==> config.mk <==
export PLATFORM = sky130hd
export DESIGN_NAME = fetch_queue
export DESIGN_NICKNAME = d
export VERILOG_FILES = /design/src/rtl/fetch_pkg.sv /design/src/rtl/fetch_fifo.sv /design/src/rtl/fetch_queue.sv
export SDC_FILE = /design/constraint.sdc
export NUM_CORES = 1
export LEC_CHECK = 0
export CORE_UTILIZATION = 45
export DETAILED_ROUTE_END_ITERATION = 10
export HOLD_SLACK_MARGIN = 0.05
export PLACE_DENSITY = 0.67
export SLEW_MARGIN = 20
export SYNTH_ARGS = -nofsm -noshare
export SYNTH_HDL_FRONTEND = slang
export SYNTH_SLANG_ARGS = --single-unit
==> constraint.sdc <==
create_clock -name clk -period 20.6 [get_ports clk]
set_clock_uncertainty 0.05 [all_clocks]
set_input_delay 4.12 -clock clk [delete_from_list [all_inputs] [get_ports clk]]
set_output_delay 4.12 -clock clk [all_outputs]
set_load 0.03 [all_outputs]
==> src/rtl/fetch_pkg.sv <==
// -----------------------------------------------------------------------------
// fetch_pkg
// Shared constants for the fetch stage.
//   INSTR_W    : instruction width in bits
//   PC_STEP    : PC increment between sequential fetches (bytes)
//   ALIGN_MASK : low PC bits that must be zero for an aligned fetch address
// Types that depend on the PC width (queue entries of N+32 bits) live in the
// modules that own the width parameter, not here.
// -----------------------------------------------------------------------------
package fetch_pkg;

    localparam int         INSTR_W    = 32;
    localparam int         PC_STEP    = 4;
    localparam logic [1:0] ALIGN_MASK = 2'b11;

endpackage

==> src/rtl/fetch_fifo.sv <==
// -----------------------------------------------------------------------------
// fetch_fifo
// Synchronous FIFO with asynchronous reset and a single-cycle flush.
// Read data is combinational from the head slot (no bypass from wdata).
// Ports:
//   clk    : rising-edge clock
//   reset  : asynchronous active-high reset, empties the FIFO and zeroes storage
//   flush  : discards all entries on the next edge; has priority over push/pop
//   push   : write wdata at the tail (ignored when full unless popping too)
//   pop    : retire the head entry (ignored when empty)
//   wdata  : entry to write
//   rdata  : head entry (stale when empty)
//   count  : number of stored entries, 0..DEPTH
//   full   : count == DEPTH
//   empty  : count == 0
// -----------------------------------------------------------------------------
module fetch_fifo #(
    parameter int WIDTH = 96,
    parameter int DEPTH = 4
) (
    input  logic                   clk,
    input  logic                   reset,
    input  logic                   flush,
    input  logic                   push,
    input  logic                   pop,
    input  logic [WIDTH-1:0]       wdata,
    output logic [WIDTH-1:0]       rdata,
    output logic [$clog2(DEPTH):0] count,
    output logic                   full,
    output logic                   empty
);

    localparam int PTR_W = $clog2(DEPTH);
    localparam int CNT_W = PTR_W + 1;

    logic [WIDTH-1:0] mem [DEPTH];
    logic [PTR_W-1:0] wr_ptr;
    logic [PTR_W-1:0] rd_ptr;
    logic             do_push;
    logic             do_pop;

    assign full  = (count == CNT_W'(DEPTH));
    assign empty = (count == '0);

    // A full FIFO may still accept a write when the head leaves in the same
    // cycle; the slot being written is the one being read, and the read sees
    // the old contents until the edge.
    assign do_push = push & (~full | pop);
    assign do_pop  = pop & ~empty;

    assign rdata = mem[rd_ptr];

    // Pointers and occupancy. DEPTH is a power of two, so the pointers wrap
    // by simple overflow. Flush returns everything to the reset position.
    always_ff @(posedge clk or posedge reset) begin
        if (reset) begin
            wr_ptr <= '0;
            rd_ptr <= '0;
            count  <= '0;
        end else if (flush) begin
            wr_ptr <= '0;
            rd_ptr <= '0;
            count  <= '0;
        end else begin
            if (do_push) begin
                wr_ptr <= wr_ptr + PTR_W'(1);
            end
            if (do_pop) begin
                rd_ptr <= rd_ptr + PTR_W'(1);
            end
            case ({do_push, do_pop})
                2'b10:   count <= count + CNT_W'(1);
                2'b01:   count <= count - CNT_W'(1);
                default: count <= count;
            endcase
        end
    end

    // Storage is cleared on reset so the head outputs read as zero out of
    // reset. Flush leaves the contents alone; they are only stale data.
    always_ff @(posedge clk or posedge reset) begin
        if (reset) begin
            for (int i = 0; i < DEPTH; i++) begin
                mem[i] <= '0;
            end
        end else if (!flush && do_push) begin
            mem[wr_ptr] <= wdata;
        end
    end

endmodule

==> src/rtl/fetch_queue.sv <==
// -----------------------------------------------------------------------------
// fetch_queue
// Fetch stage with a decoupling instruction queue. The PC drives a
// combinational instruction memory; each accepted {PC, instruction} pair is
// queued and handed to decode over a valid/ready handshake. A redirect loads
// a new PC and flushes the queue.
// Optional feature macro: FETCH_ALIGN_CHECK_EN
//   defined   : redirect targets are forced to a 4-byte boundary and a sticky
//               misalign_F flag records that a misaligned target was seen
//   undefined : targets are loaded unmodified and misalign_F is tied low
// Ports:
//   clk           : rising-edge clock
//   reset         : asynchronous active-high reset
//   PCSrc_F       : redirect request, highest priority
//   PCBranch_F    : redirect target
//   imem_addr_F   : instruction memory address (the PC register)
//   imem_rdata_F  : instruction at imem_addr_F, same cycle
//   instr_valid_D : queue head valid
//   instr_ready_D : decode accepts the head
//   instr_D       : head instruction
//   instr_pc_D    : PC of the head instruction
//   misalign_F    : sticky misaligned-redirect flag
// -----------------------------------------------------------------------------
module fetch_queue
    import fetch_pkg::*;
#(
    parameter int             N        = 64,
    parameter int             DEPTH    = 4,
    parameter logic [N-1:0]   RESET_PC = '0
) (
    input  logic               clk,
    input  logic               reset,
    input  logic               PCSrc_F,
    input  logic [N-1:0]       PCBranch_F,
    output logic [N-1:0]       imem_addr_F,
    input  logic [INSTR_W-1:0] imem_rdata_F,
    output logic               instr_valid_D,
    input  logic               instr_ready_D,
    output logic [INSTR_W-1:0] instr_D,
    output logic [N-1:0]       instr_pc_D,
    output logic               misalign_F
);

    localparam int ENTRY_W = N + INSTR_W;
    localparam int CNT_W   = $clog2(DEPTH) + 1;

    logic [N-1:0]       pc_q;
    logic [N-1:0]       redirect_target;
    logic               push;
    logic               pop;
    logic [ENTRY_W-1:0] fifo_wdata;
    logic [ENTRY_W-1:0] fifo_rdata;
    logic [CNT_W-1:0]   fifo_count;
    logic               fifo_empty;
    logic               fifo_full_unused;

    assign imem_addr_F = pc_q;

    // A redirect hides the head combinationally so decode never takes an
    // instruction from the path being abandoned.
    assign instr_valid_D = ~fifo_empty & ~PCSrc_F;
    assign pop           = instr_valid_D & instr_ready_D;
    assign push          = ~PCSrc_F & ((fifo_count < CNT_W'(DEPTH)) | pop);

    assign fifo_wdata = {pc_q, imem_rdata_F};
    assign instr_D    = fifo_rdata[INSTR_W-1:0];
    assign instr_pc_D = fifo_rdata[ENTRY_W-1:INSTR_W];

`ifdef FETCH_ALIGN_CHECK_EN
    logic misalign_q;
    logic target_misaligned;

    assign target_misaligned = |(PCBranch_F & N'(ALIGN_MASK));
    assign redirect_target   = PCBranch_F & ~N'(ALIGN_MASK);
    assign misalign_F        = misalign_q;

    // Once a misaligned redirect is seen the flag stays up until reset, so
    // software can poll it long after the event.
    always_ff @(posedge clk or posedge reset) begin
        if (reset) begin
            misalign_q <= 1'b0;
        end else if (PCSrc_F && target_misaligned) begin
            misalign_q <= 1'b1;
        end
    end
`else
    assign redirect_target = PCBranch_F;
    assign misalign_F      = 1'b0;
`endif

    // PC register: redirect wins, otherwise advance only when the fetched
    // word is actually captured; the add wraps silently at 2^N.
    always_ff @(posedge clk or posedge reset) begin
        if (reset) begin
            pc_q <= RESET_PC;
        end else if (PCSrc_F) begin
            pc_q <= redirect_target;
        end else if (push) begin
            pc_q <= pc_q + N'(PC_STEP);
        end
    end

    // The full flag duplicates the count comparison used for push, so it is
    // left unused here.
    fetch_fifo #(
        .WIDTH (ENTRY_W),
        .DEPTH (DEPTH)
    ) u_fifo (
        .clk   (clk),
        .reset (reset),
        .flush (PCSrc_F),
        .push  (push),
        .pop   (pop),
        .wdata (fifo_wdata),
        .rdata (fifo_rdata),
        .count (fifo_count),
        .full  (fifo_full_unused),
        .empty (fifo_empty)
    );

endmodule

; Word level (Yosys, flattened, before mapping)
; Index checks and enable logic that the tools add are counted.
[totals]
elab_cells = 54
input_bits = 100
rom_bits = 0
register_bits = 455
output_inout_bits = 162
latchBits = 0
memories = 0
ramBits = 0
[classes]
addsub = 5
n_reduce_logical = 8
mux = 14
n_bitwise = 12
eq_ne = 3
mul = 0
n_lt_le_gt_ge = 4
shift = 0
div_mod_pow = 0
[ops]
columns = cell, count
row1 = $bwmux W384, 1
row2 = $mux W96, 3
row3 = $bmux W96 S2, 1
row4 = $demux W96 S2, 1
row5 = $mux W64, 2
row6 = $add A64 B3 Y64 const B, 1
row7 = $mux W2, 4
row8 = $ge A3 B3 Y1 const B, 2
row9 = $not A2 Y3, 2
row10 = $pmux W3 S2, 1
row11 = $reduce_bool A2 Y1, 3
row12 = $and A1 B1 Y1, 5
row13 = $add A2 B1 Y2 const B, 2
row14 = $add A3 B1 Y3 const B, 1
row15 = $eq A3 B3 Y1 const B, 1
row16 = $logic_not A3 Y1, 1
row17 = $lt A3 B1 Y1 const B, 1
row18 = $lt A3 B3 Y1 const B, 1
row19 = $mux W3, 1
row20 = $not A1 Y1, 3
row21 = $reduce_bool A3 Y1, 1
row22 = $sub A3 B1 Y3 const B, 1
row23 = $eq A2 B1 Y1 const B, 1
row24 = $eq A2 B2 Y1 const B, 1
row25 = other kinds (3), 5

; Longest topological paths before layout
[logic_depth]
depth_word = 10
mapped_depth = 8
depth_no_buf = 6

; Hierarchy
; Synthesis repeated with hierarchy kept, for this count alone.
[hier_totals]
hier_cells = 1447
hier_area_um2 = 21828.4
[modules_own_cells]
columns = module, area_per_inst_um2, n_inst, cells_each, seq_area_each_um2
row1 = fetch_fifo, 17967.2, 1, 991, 9784.4
row2 = fetch_queue, 3861.2, 1, 456, 1601.5

; Worst setup path before layout
; OpenSTA, ideal clock, no wires.
[synth_timing]
path_kind = input -> output
startpoint = in PCSrc_F
endpoint = out instr_valid_D
required_time_ps = 16430
path_slack_ps = 11021
t_arrival_ps = 5409
path_buffers = 4
cell_stages = 5
cell_sequence = clkbuf_1 > clkbuf_1 > buf_1 > clkbuf_1 > nor2_1
[synth_via]
elab_chain_cells = 2
[synth_lines]
columns = element, line_no
row1 = start: declaration, fetch_queue.sv:33  ; input logic PCSrc_F,
row2 = $not A1 Y1, fetch_queue.sv:61  ; assign instr_valid_D = ~fifo_empty & ~PCSrc_F;
row3 = $and A1 B1 Y1, fetch_queue.sv:61
row4 = end: declaration, fetch_queue.sv:37  ; output logic instr_valid_D,
; No other way between the ends.

; Worst setup path in the final report
; Ends and elaborated chain as after synthesis.

==> flow_metrics.tcl <==
set metrics [dict create \
    cts_setup_buffers 0 \
    synthTopCellsByCount "dfrtp_1, mux2_2, mux4_2" \
    worst_slack_ps 11180 \
    fin_nets 1780 \
    internal-power_mw 2.63 \
    grt_max_degree 88 \
    finalPower_mw 3.97 \
    port_buffers 260 \
    syn2layout_area_growth_pct 22.3 \
    end_kind "output pin" \
    setup_violations 0 \
    dr_total_vias 13100 \
    synth_seq_area_share 0.549 \
    setup_tns_ps 0 \
    wl_per_cell_um 22.6 \
    synth_ff_type "dfrtp_1" \
    start_util 0.457 \
    cts_sinks 455 \
    postCtsHoldBufs 0 \
    regToRegSetupSlack_ps 16840 \
    status "completed" \
    dpl.cell_count 2222 \
    crit_arrival_ps 5250 \
    hold_violations 0 \
    ys_warn_count 0 \
    drv_slew 0 \
    grt_pass1_vias 13900 \
    worst-path-max-fanout 26 \
    rsz0062_at_grt "no" \
    wirelength_um 52300 \
    grt_busiest_layer "met2" \
    ioPinCount 262 \
    met2_usage 0.367 \
    met3_usage 0.0561 \
    fmax_ghz 0.106 \
    power_leakage_nw 10.3 \
    seq_power_share 0.383 \
    drt_first_pass_iters 5 \
    worstSetupPathType "in -> out" \
    place_ws_ps 11150 \
    track_usage 0.228 \
    pwr-share-clk 0.223 \
    min_period_over_period 0.457 \
    clockBufferDepth 3 \
    p_per_area_nw_per_um2 156 \
    num_rows 78 \
    ant_nets 0 \
    dieHeight_um 217 \
    dieWidth_um 217 \
    cp-startpoint "PCSrc_F" \
    yosys-top-cells-area "dfrtp_1, mux2_2, mux4_2, nand2_1, o21ai_0" \
    grt_antenna_before_repair 8 \
    yosysTopAreaCell "dfrtp_1" \
    slew_headroom 0.273 \
    fin_cells 2317 \
    vdd_drop_max_v 0.0000932 \
    cts-resized-gates 0 \
    sw_frac_of_total 0.337 \
    switchingPower_mw 1.34 \
    worst_pin_slew_ps 1090 \
    core_um2 45400 \
    grt_use_met1 0.309 \
    ys_ff_latch 455 \
    synth_top_area_share 0.549 \
    pwr-share-comb 0.394 \
    period_needed_ps 9420 \
    clk_pin_slew_worst_paths_ps 60 \
    cts_tree "done" \
    cts_buffers 50 \
    maxCapViolCount 0 \
    drive_above_1_share 0.339 \
    drc 0 \
    synth_cell_types 54 \
    gr-total-overflow 0 \
    place.gp.congestion 0.743 \
    via_per_inst 5.66 \
    worstSetupEndpoint "instr_valid_D" \
    grt_pass1_wl_um 82300 \
    syn_area_per_cell_um2 14.2 \
    clk_latency_ps 600 \
    async_flop_share 1.00 \
    timing.rr.end "u_fifo.mem[18]" \
    drtIter0Drc 648 \
    synthCells 1465 \
    r2r_start "u_fifo.count[2]" \
    die-area_um2 46900 \
    hpwlAfterDp_um 33000 \
    syn_area_um2 20700 \
    reg2reg_depth 5 \
    h-tree-depth 2 \
    cts_root_buf "clkbuf_16" \
    yosys.cell_count.top_type "dfrtp_1" \
    synth_edf_count 0 \
    worstPathRequired_ps 16430 \
    crit_path_start_kind "input port" \
    hold_path_class "reg -> reg" \
]
-- cells by family (layout without fill, tap and decap cells) --
family	after synthesis	count (layout)	synth area share
compound gates	105	105	0.0295
other cells	1	5	0.000181
fa+ha+maj	6	6	0.00398
xor+xnor	38	38	0.0161
buf+inv	134	382	0.0284
simple gates	259	259	0.0671
mux	467	467	0.306
flops	455	455	0.549
-- worst min path at each step --
| stage | depth (start not counted) | to | from | slack [ps] |
|---|---|---|---|---|
| 4_1_cts | 2 | u_fifo.mem[354] | u_fifo.mem[354] | 430 |
| 5_1_grt | 1 | u_fifo.mem[4] | u_fifo.mem[4] | 460 |
| 3_5_place_dp | 2 | u_fifo.mem[175] | u_fifo.mem[175] | 420 |
| 2_1_floorplan | 2 | u_fifo.mem[175] | u_fifo.mem[175] | 390 |
| 6_report | 2 | u_fifo.mem[92] | u_fifo.mem[92] | 430 |
| 3_3_place_gp | 2 | u_fifo.mem[85] | u_fifo.mem[85] | 410 |
-- stage by stage --
| step | util | area [um2] | hold slack (ps) |
|---|---|---|---|
| global placement | 0.523 | 23700 | 407 |
| detailed placement | 0.523 | 23700 | 420 |
| CTS | 0.559 | 25400 | 433 |
| finish | 0.559 | 25400 | 429 |
| floorplan | - | 20700 | 395 |
| global route | 0.559 | 25400 | 460 |
-- power by group through the flow --
stage | sequential, mW | clock, mW | combinational, mW
after global routing | 1.58 | 0.941 | 1.65
after CTS | 1.52 | 0.907 | 1.58
after global placement | 1.51 | 0 | 1.55
after floorplan | 1.45 | 0 | 1.09
after detailed placement | 1.53 | 0 | 1.58
final | 1.52 | 0.885 | 1.56
-- sequential cells by signal, indices dropped and copies added, names as in the netlist --
register       cells
imem_addr_F       64
u_fifo.count       3
u_fifo.mem       384
u_fifo.rd_ptr      2
u_fifo.wr_ptr      2
-- critical path, stage by stage --
cell and delay, ps:
buf_4 210, nor2_1 140, clkdlybuf4s50_1 760
-- area by class of cell --
class                   count  area [um2]
well taps                 600         751
flip-flops and latches    455       11400
clock inverters            18         191
repair buffers            276        2730
multi-input cells         877        8790
clock buffers              74        1440
fillers                  3733       20000
inverters                  14        60.1
diodes                      3        7.51
-- placed cells by master (no fill, tap or decap), types with 4 or more instances in the layout --
cell type	n
mux4_2	96
mux2_2	370
a31oi_1	18
xor2_1	27
ha_1	5
or4_1	9
or3_1	12
clkinv_2	12
clkdlybuf4s50_1	259
buf_4	15
clkbuf_8	8
o21ai_0	63
nand4_1	36
nor2b_1	4
nor2_1	40
clkbuf_1	15
dfrtp_1	453
nor3_1	6
nand2_1	84
nand3_1	24
o31ai_1	6
o211ai_1	4
inv_1	12
nor4_1	9
clkbuf_16	51
xnor2_1	11
and3_1	9
-- routing by layer --
layer,share of wire,vias to the layer above
met5,0.0015,-
met4,0.017,12
met3,0.066,62
met2,0.48,337
met1,0.44,6876
li1,-,5818
No activity file was read; power rests on OpenSTA's default activity.
